$ cat config.mk
export PLATFORM = sky130hd
export DESIGN_NAME = seq_signed_divider
export DESIGN_NICKNAME = d
export VERILOG_FILES = /design/src/rtl/seq_signed_divider_pkg.sv /design/src/rtl/seq_signed_divider_twos_abs_neg.sv /design/src/rtl/seq_signed_divider.sv
export SDC_FILE = /design/constraint.sdc
export NUM_CORES = 1
export LEC_CHECK = 0
export BUFFER_PORTS_ARGS = -buffer_cell sky130_fd_sc_hd__buf_2
export CORE_MARGIN = 2
export CORE_UTILIZATION = 60
export DETAILED_ROUTE_END_ITERATION = 16
export PLACE_DENSITY = 0.93
export SKIP_LAST_GASP = 1
export SLEW_MARGIN = 20
export SYNTH_ARGS = -nofsm -noshare
export SYNTH_HDL_FRONTEND = slang
export SYNTH_HIERARCHICAL = 1
export SYNTH_SLANG_ARGS = --single-unit
$ cat constraint.sdc
create_clock -name clk -period 3.3 [get_ports clk]
set_input_delay 0.165 -clock clk [delete_from_list [all_inputs] [get_ports clk]]
set_output_delay 0.165 -clock clk [all_outputs]
set_load 0.1 [all_outputs]
$ cat src/rtl/seq_signed_divider_pkg.sv
// Shared widths, FSM encoding and saturation constants for the sequential signed divider.
package seq_signed_divider_pkg;

    localparam int N     = 12;
    localparam int ITERS = 2 * N;
    localparam int CNT_W = $clog2(ITERS) + 1;

    localparam logic [CNT_W-1:0] LAST_ITER = CNT_W'(ITERS - 1);

    localparam logic [N-1:0] SAT_POS = {1'b0, {(N-1){1'b1}}};
    localparam logic [N-1:0] SAT_NEG = {1'b1, {(N-1){1'b0}}};

    // Largest quotient magnitudes that still fit an N-bit signed result.
    localparam logic [2*N-1:0] QMAX_POS = (2*N)'((1 << (N-1)) - 1);
    localparam logic [2*N-1:0] QMAX_NEG = (2*N)'(1 << (N-1));

    typedef enum logic [1:0] {
        IDLE = 2'd0,
        CALC = 2'd1,
        FIX  = 2'd2,
        DONE = 2'd3
    } state_t;

endpackage

$ cat src/rtl/seq_signed_divider_twos_abs_neg.sv
// Conditional two's-complement negation: used for both magnitude extraction and sign application.
module seq_signed_divider_twos_abs_neg #(
    parameter int W = 8
) (
    input  logic         i_neg,
    input  logic [W-1:0] i_in,
    output logic [W-1:0] o_out
);

    assign o_out = i_neg ? -i_in : i_in;

endmodule

$ cat src/rtl/seq_signed_divider.sv
// Radix-2 restoring signed divider: 2N-bit dividend / N-bit divisor, truncating (C) semantics.
module seq_signed_divider
    import seq_signed_divider_pkg::*;
(
    input  logic             clk,
    input  logic             rst_n,
    input  logic             start,
    input  logic [2*N-1:0]   a,
    input  logic [N-1:0]     b,
    output logic [N-1:0]     q,
    output logic [N-1:0]     r,
    output logic             busy,
    output logic             done,
    output logic             div_zero,
    output logic             ovf
);

    state_t           r_state;
    logic             r_busy;
    logic             r_done;

    logic [2*N-1:0]   r_dvd;
    logic [N-1:0]     r_rem;
    logic [N-1:0]     r_bmag;
    logic [CNT_W-1:0] r_cnt;
    logic             r_sign_q;
    logic             r_sign_r;
    logic             r_dz;

    logic [N-1:0]     r_quot;
    logic [N-1:0]     r_rmdr;
    logic             r_div_zero;
    logic             r_ovf;

    logic [2*N-1:0]   w_amag;
    logic [N-1:0]     w_bmag;
    logic [N:0]       w_shift;
    logic [N:0]       w_trial;
    logic             w_qbit;
    logic             w_accept;
    logic             w_b_zero;
    logic             w_last;
    logic             w_ovf;
    logic [N-1:0]     w_r_in;
    logic [N-1:0]     w_q_signed;
    logic [N-1:0]     w_r_signed;

    assign w_accept = start && ((r_state == IDLE) || (r_state == DONE));
    assign w_b_zero = (b == '0);
    assign w_last   = (r_cnt == LAST_ITER);

    // The dividend register shifts left each step and collects quotient bits at the LSB.
    assign w_shift = {r_rem, r_dvd[2*N-1]};
    assign w_trial = w_shift - {1'b0, r_bmag};
    assign w_qbit  = ~w_trial[N];

    assign w_ovf = r_sign_q ? (r_dvd > QMAX_NEG) : (r_dvd > QMAX_POS);

    // On divide-by-zero r_dvd still holds |a|; negating it back recovers a[N-1:0].
    assign w_r_in = r_dz ? r_dvd[N-1:0] : r_rem;

    seq_signed_divider_twos_abs_neg #(.W(2*N)) u_abs_a (
        .i_neg (a[2*N-1]),
        .i_in  (a),
        .o_out (w_amag)
    );

    seq_signed_divider_twos_abs_neg #(.W(N)) u_abs_b (
        .i_neg (b[N-1]),
        .i_in  (b),
        .o_out (w_bmag)
    );

    seq_signed_divider_twos_abs_neg #(.W(N)) u_sign_q (
        .i_neg (r_sign_q),
        .i_in  (r_dvd[N-1:0]),
        .o_out (w_q_signed)
    );

    seq_signed_divider_twos_abs_neg #(.W(N)) u_sign_r (
        .i_neg (r_sign_r),
        .i_in  (w_r_in),
        .o_out (w_r_signed)
    );

    // NOTE: sequential state uses non-blocking assignments so every flop samples pre-edge values.
    always_ff @(posedge clk or negedge rst_n) begin
        if (!rst_n) begin
            r_state <= IDLE;
            r_busy  <= 1'b0;
            r_done  <= 1'b0;
        end else begin
            r_done <= 1'b0;
            case (r_state)
                IDLE, DONE: begin
                    if (w_accept) begin
                        r_busy  <= 1'b1;
                        r_state <= w_b_zero ? FIX : CALC;
                    end else begin
                        r_state <= IDLE;
                    end
                end
                CALC: begin
                    if (w_last) begin
                        r_state <= FIX;
                    end
                end
                FIX: begin
                    r_busy  <= 1'b0;
                    r_done  <= 1'b1;
                    r_state <= DONE;
                end
                default: r_state <= IDLE;
            endcase
        end
    end

    // NOTE: these are ordinary flops rather than a memory, so all of them take the async reset.
    always_ff @(posedge clk or negedge rst_n) begin
        if (!rst_n) begin
            r_dvd      <= '0;
            r_rem      <= '0;
            r_bmag     <= '0;
            r_cnt      <= '0;
            r_sign_q   <= 1'b0;
            r_sign_r   <= 1'b0;
            r_dz       <= 1'b0;
            r_quot     <= '0;
            r_rmdr     <= '0;
            r_div_zero <= 1'b0;
            r_ovf      <= 1'b0;
        end else if (w_accept) begin
            r_dvd    <= w_amag;
            r_bmag   <= w_bmag;
            r_rem    <= '0;
            r_cnt    <= '0;
            r_sign_q <= a[2*N-1] ^ b[N-1];
            r_sign_r <= a[2*N-1];
            r_dz     <= w_b_zero;
        end else if (r_state == CALC) begin
            r_dvd <= {r_dvd[2*N-2:0], w_qbit};
            r_rem <= w_qbit ? w_trial[N-1:0] : w_shift[N-1:0];
            r_cnt <= r_cnt + CNT_W'(1);
        end else if (r_state == FIX) begin
            if (r_dz) begin
                r_quot     <= r_sign_r ? SAT_NEG : SAT_POS;
                r_rmdr     <= w_r_signed;
                r_div_zero <= 1'b1;
                r_ovf      <= 1'b0;
            end else if (w_ovf) begin
                r_quot     <= r_sign_q ? SAT_NEG : SAT_POS;
                r_rmdr     <= '0;
                r_div_zero <= 1'b0;
                r_ovf      <= 1'b1;
            end else begin
                r_quot     <= w_q_signed;
                r_rmdr     <= w_r_signed;
                r_div_zero <= 1'b0;
                r_ovf      <= 1'b0;
            end
        end
    end

    assign q        = r_quot;
    assign r        = r_rmdr;
    assign busy     = r_busy;
    assign done     = r_done;
    assign div_zero = r_div_zero;
    assign ovf      = r_ovf;

endmodule

==> impl_metrics.json <==
{
  "track_usage_pct": 26.94,
  "wirelength_mm": 13.62,
  "worst_setup_path_end_kind": "flop",
  "violations": "DRC",
  "fin_setup_tns_ns": 0,
  "syn_area_um2": 5907,
  "p_leak_nw": 2.734,
  "ys.flop_type": "dfrtp_1",
  "fmax_mhz": 351.8,
  "critPathMaxStageDelay_ns": 0.58,
  "cts_hold_buf": 0,
  "fin_crit_ns": 2.842,
  "fp.dieW_um": 103.2,
  "dpl.hpwl_mm": 9.945,
  "die_y_um": 103.2,
  "worstSetupPathType": "flop to flop",
  "drive_gt1_share_pct": 18.48,
  "grt_max_degree": 88,
  "peakVddDrop_mv": 0.8233,
  "startpoint_type": "flop",
  "cts_tree": "yes",
  "root_buffer": "clkbuf_8",
  "synth-edff-count": 0,
  "route.detailed.drc": 1,
  "synth_top_area_cell": "dfrtp_1",
  "yosys.cell_count.top_type": "dfrtp_1",
  "whs_path_depth": 3,
  "drv_slew": 0,
  "synth-seq-area-share_pct": 36.86,
  "cp_top_family": "simple AND/OR/NAND/NOR gates",
  "drtPass1Iterations": 12,
  "gp_congestion": 0.9500,
  "area_delta_synth_final_pct": 9.363,
  "slew-limit-headroom_pct": 48.27,
  "path_depth": 11,
  "critPathSlowestCell": "or4b_4",
  "reg2reg_setup_slack_ns": 0.46,
  "io_pins": 67,
  "p_per_area_nw_per_um2": 1049,
  "worst_slew_pin_slew_ns": 0.7759,
  "viasPerCell": 6.149,
  "hp-start": "a[0]",
  "crit_top_cell": "inv_1",
  "route.vias.total": 5110,
  "total_power_mw": 6.776,
  "reg2reg_to": "r_rem[2]",
  "yosys_warnings": 6,
  "critPathArrivalTime_ns": 3.11,
  "synth_top_area_share_pct": 36.86,
  "routedWlPerCell_um": 16.39,
  "fin_nets": 752,
  "cts_buffer_depth": 2,
  "worstHoldPathType": "primary input to flop",
  "rsz0062_at_grt": "false",
  "hold_viol": 0,
  "synth_cells": 646,
  "synth_common_cells": "dfrtp_1 (87), nand2_1 (77), o21ai_0 (73), xnor2_1 (57), mux2i_1 (34)",
  "clk_latency_ns": 0.38,
  "finalCritPeriodShare_pct": 86.13,
  "io_buffers": 66,
  "path_clk_slew_ns": 0.10,
  "grt_overflow": 0,
  "initial_core_util_pct": 60.99,
  "status": "finished, violations left",
  "post_cts_buffers": 0,
  "coreArea_um2": 9684,
  "worstPathCellList": "inv_1, ha_1, inv_1, fa_1, nand3_1, a21oi_1, or4b_4, nand4_4, mux2_1, mux2i_1, nor2_1",
  "htree_num_levels": 3,
  "timing.rr.start": "r_dvd[23]",
  "antenna_found_initial": 0,
  "max_cap_viol_count": 0,
  "startpoint": "r_dvd[23]",
  "synth_cell_types": 60,
  "fp-row-count": 36,
  "grt_pass1_wl_mm": 22.56,
  "syn_avg_cell_area_um2": 9.144,
  "cts_resized": 0,
  "crit_required_ns": 3.57,
  "async_flop_share_pct": 100.0,
  "ys_seq_elements": 87,
  "crit_buf_inv": 2,
  "crit_end": "r_rem[2]",
  "cts_sinks": 87,
  "drt_iter0_drc": 435,
  "synth_area_leaders": "dfrtp_1 (37%), xnor2_1 (8.5%), o21ai_0 (6.2%)",
  "crit_fanout": 19,
  "synth_nets": 705,
  "die-area_um2": 10650,
  "antenna_left": 0,
  "r2r_cells": 11,
  "insertedDiodeCount": 0,
  "numCtsBuffers": 9,
  "report.final.setup_viol": 0,
  "grt_pass1_vias": 4878,
  "clock_skew_ns": 0.01434
}
[through the flow]
| stage | std cells | utilization [%] | cell area, um^2 | setup slack [ns] | hold WS (ns) |
|---|---|---|---|---|---|
| after global placement | 814 | 64.73 | 6269 | 0.6062 | 0.4044 |
| final | 831 | 66.71 | 6460 | 0.4577 | 0.04865 |
| after CTS | 830 | 66.56 | 6446 | 0.4793 | 0.01240 |
| after detailed placement | 814 | 64.73 | 6269 | 0.4984 | 0.4178 |
| after floorplan | 646 | - | 5907 | 0.7674 | -0.1306 |
| after global routing | 831 | 66.71 | 6460 | 0.3516 | 0.06102 |
[cell families (layout without fill, tap and decap cells)]
group	after synthesis	after routing	synth area share, %
buf+inv	68	120	5.126
fa+ha+maj	20	20	4.364
simple gates	182	182	16.20
compound gates	180	180	20.02
xor+xnor	62	62	9.193
mux	47	47	8.240
flops	87	87	36.86
[cells in the final DEF (no fill, tap or decap), drive strengths merged, types with 3 or more instances in the layout]
cell	synthesis	final
clkinvlp	0	3
a211oi	3	3
nor2	30	30
or3	11	11
nand2	77	77
dfrtp	87	87
or3b	3	3
o41ai	9	9
o31ai	19	19
a31oi	6	6
ha	19	19
or4	6	6
a21boi	3	3
buf	12	72
a22o	12	12
nand3	5	5
o211ai	3	3
a21oi	32	32
nor2b	5	5
mux2i	34	34
inv	30	33
mux2	13	13
xor2	5	5
o22a	7	7
xnor2	57	57
nor3	4	4
o21ai	79	79
clkbuf	25	9
nand4	7	7
nor4	13	13
nand2b	13	13
[metal layers]
metal  GRT usage (%)  part of all wire [%]
met5               0                     0
met4           10.53                   3.3
met3           4.704                   5.8
met2           47.30                    51
met1           33.06                    40
[worst min-delay path: stages]
cell,delay (ns)
buf_2,0.12
nand2_1,0.06
o21ai_1,0.05
[sequential cells by signal (all words and copies together), names as in the netlist]
register	count
r_dvd	24
q	12
r	12
r_bmag	12
r_rem	12
r_cnt	6
r_state	2
busy	1
div_zero	1
done	1
ovf	1
r_dz	1
r_sign_q	1
r_sign_r	1
[worst min path at each step]
stage | to | slack [ns]
after global placement | q[4] | 0.40
after floorplan | busy | -0.13
final | r_dvd[0] | 0.05
after CTS | q[2] | 0.01
after detailed placement | q[2] | 0.42
after global routing | r_dvd[0] | 0.06
[report_power, final]
part           leakage (nW)  internal [mW]  switching (mW)  total [mW]
Clock                0.0827          0.280           0.424       0.704
Combinational          1.56           1.50            2.64        4.14
Sequential             1.09           1.47           0.459        1.93
[cell type report]
class | count | area, um^2
clock buffers | 9 | 123.9
clock inverters | 7 | 53.80
flip-flops and latches | 87 | 2177
multi-input cells | 491 | 3431
repair buffers | 73 | 391.6
inverters | 31 | 116.4
fillers | 714 | 3224
well taps | 133 | 166.4
(Power assumes the default switching activity.)
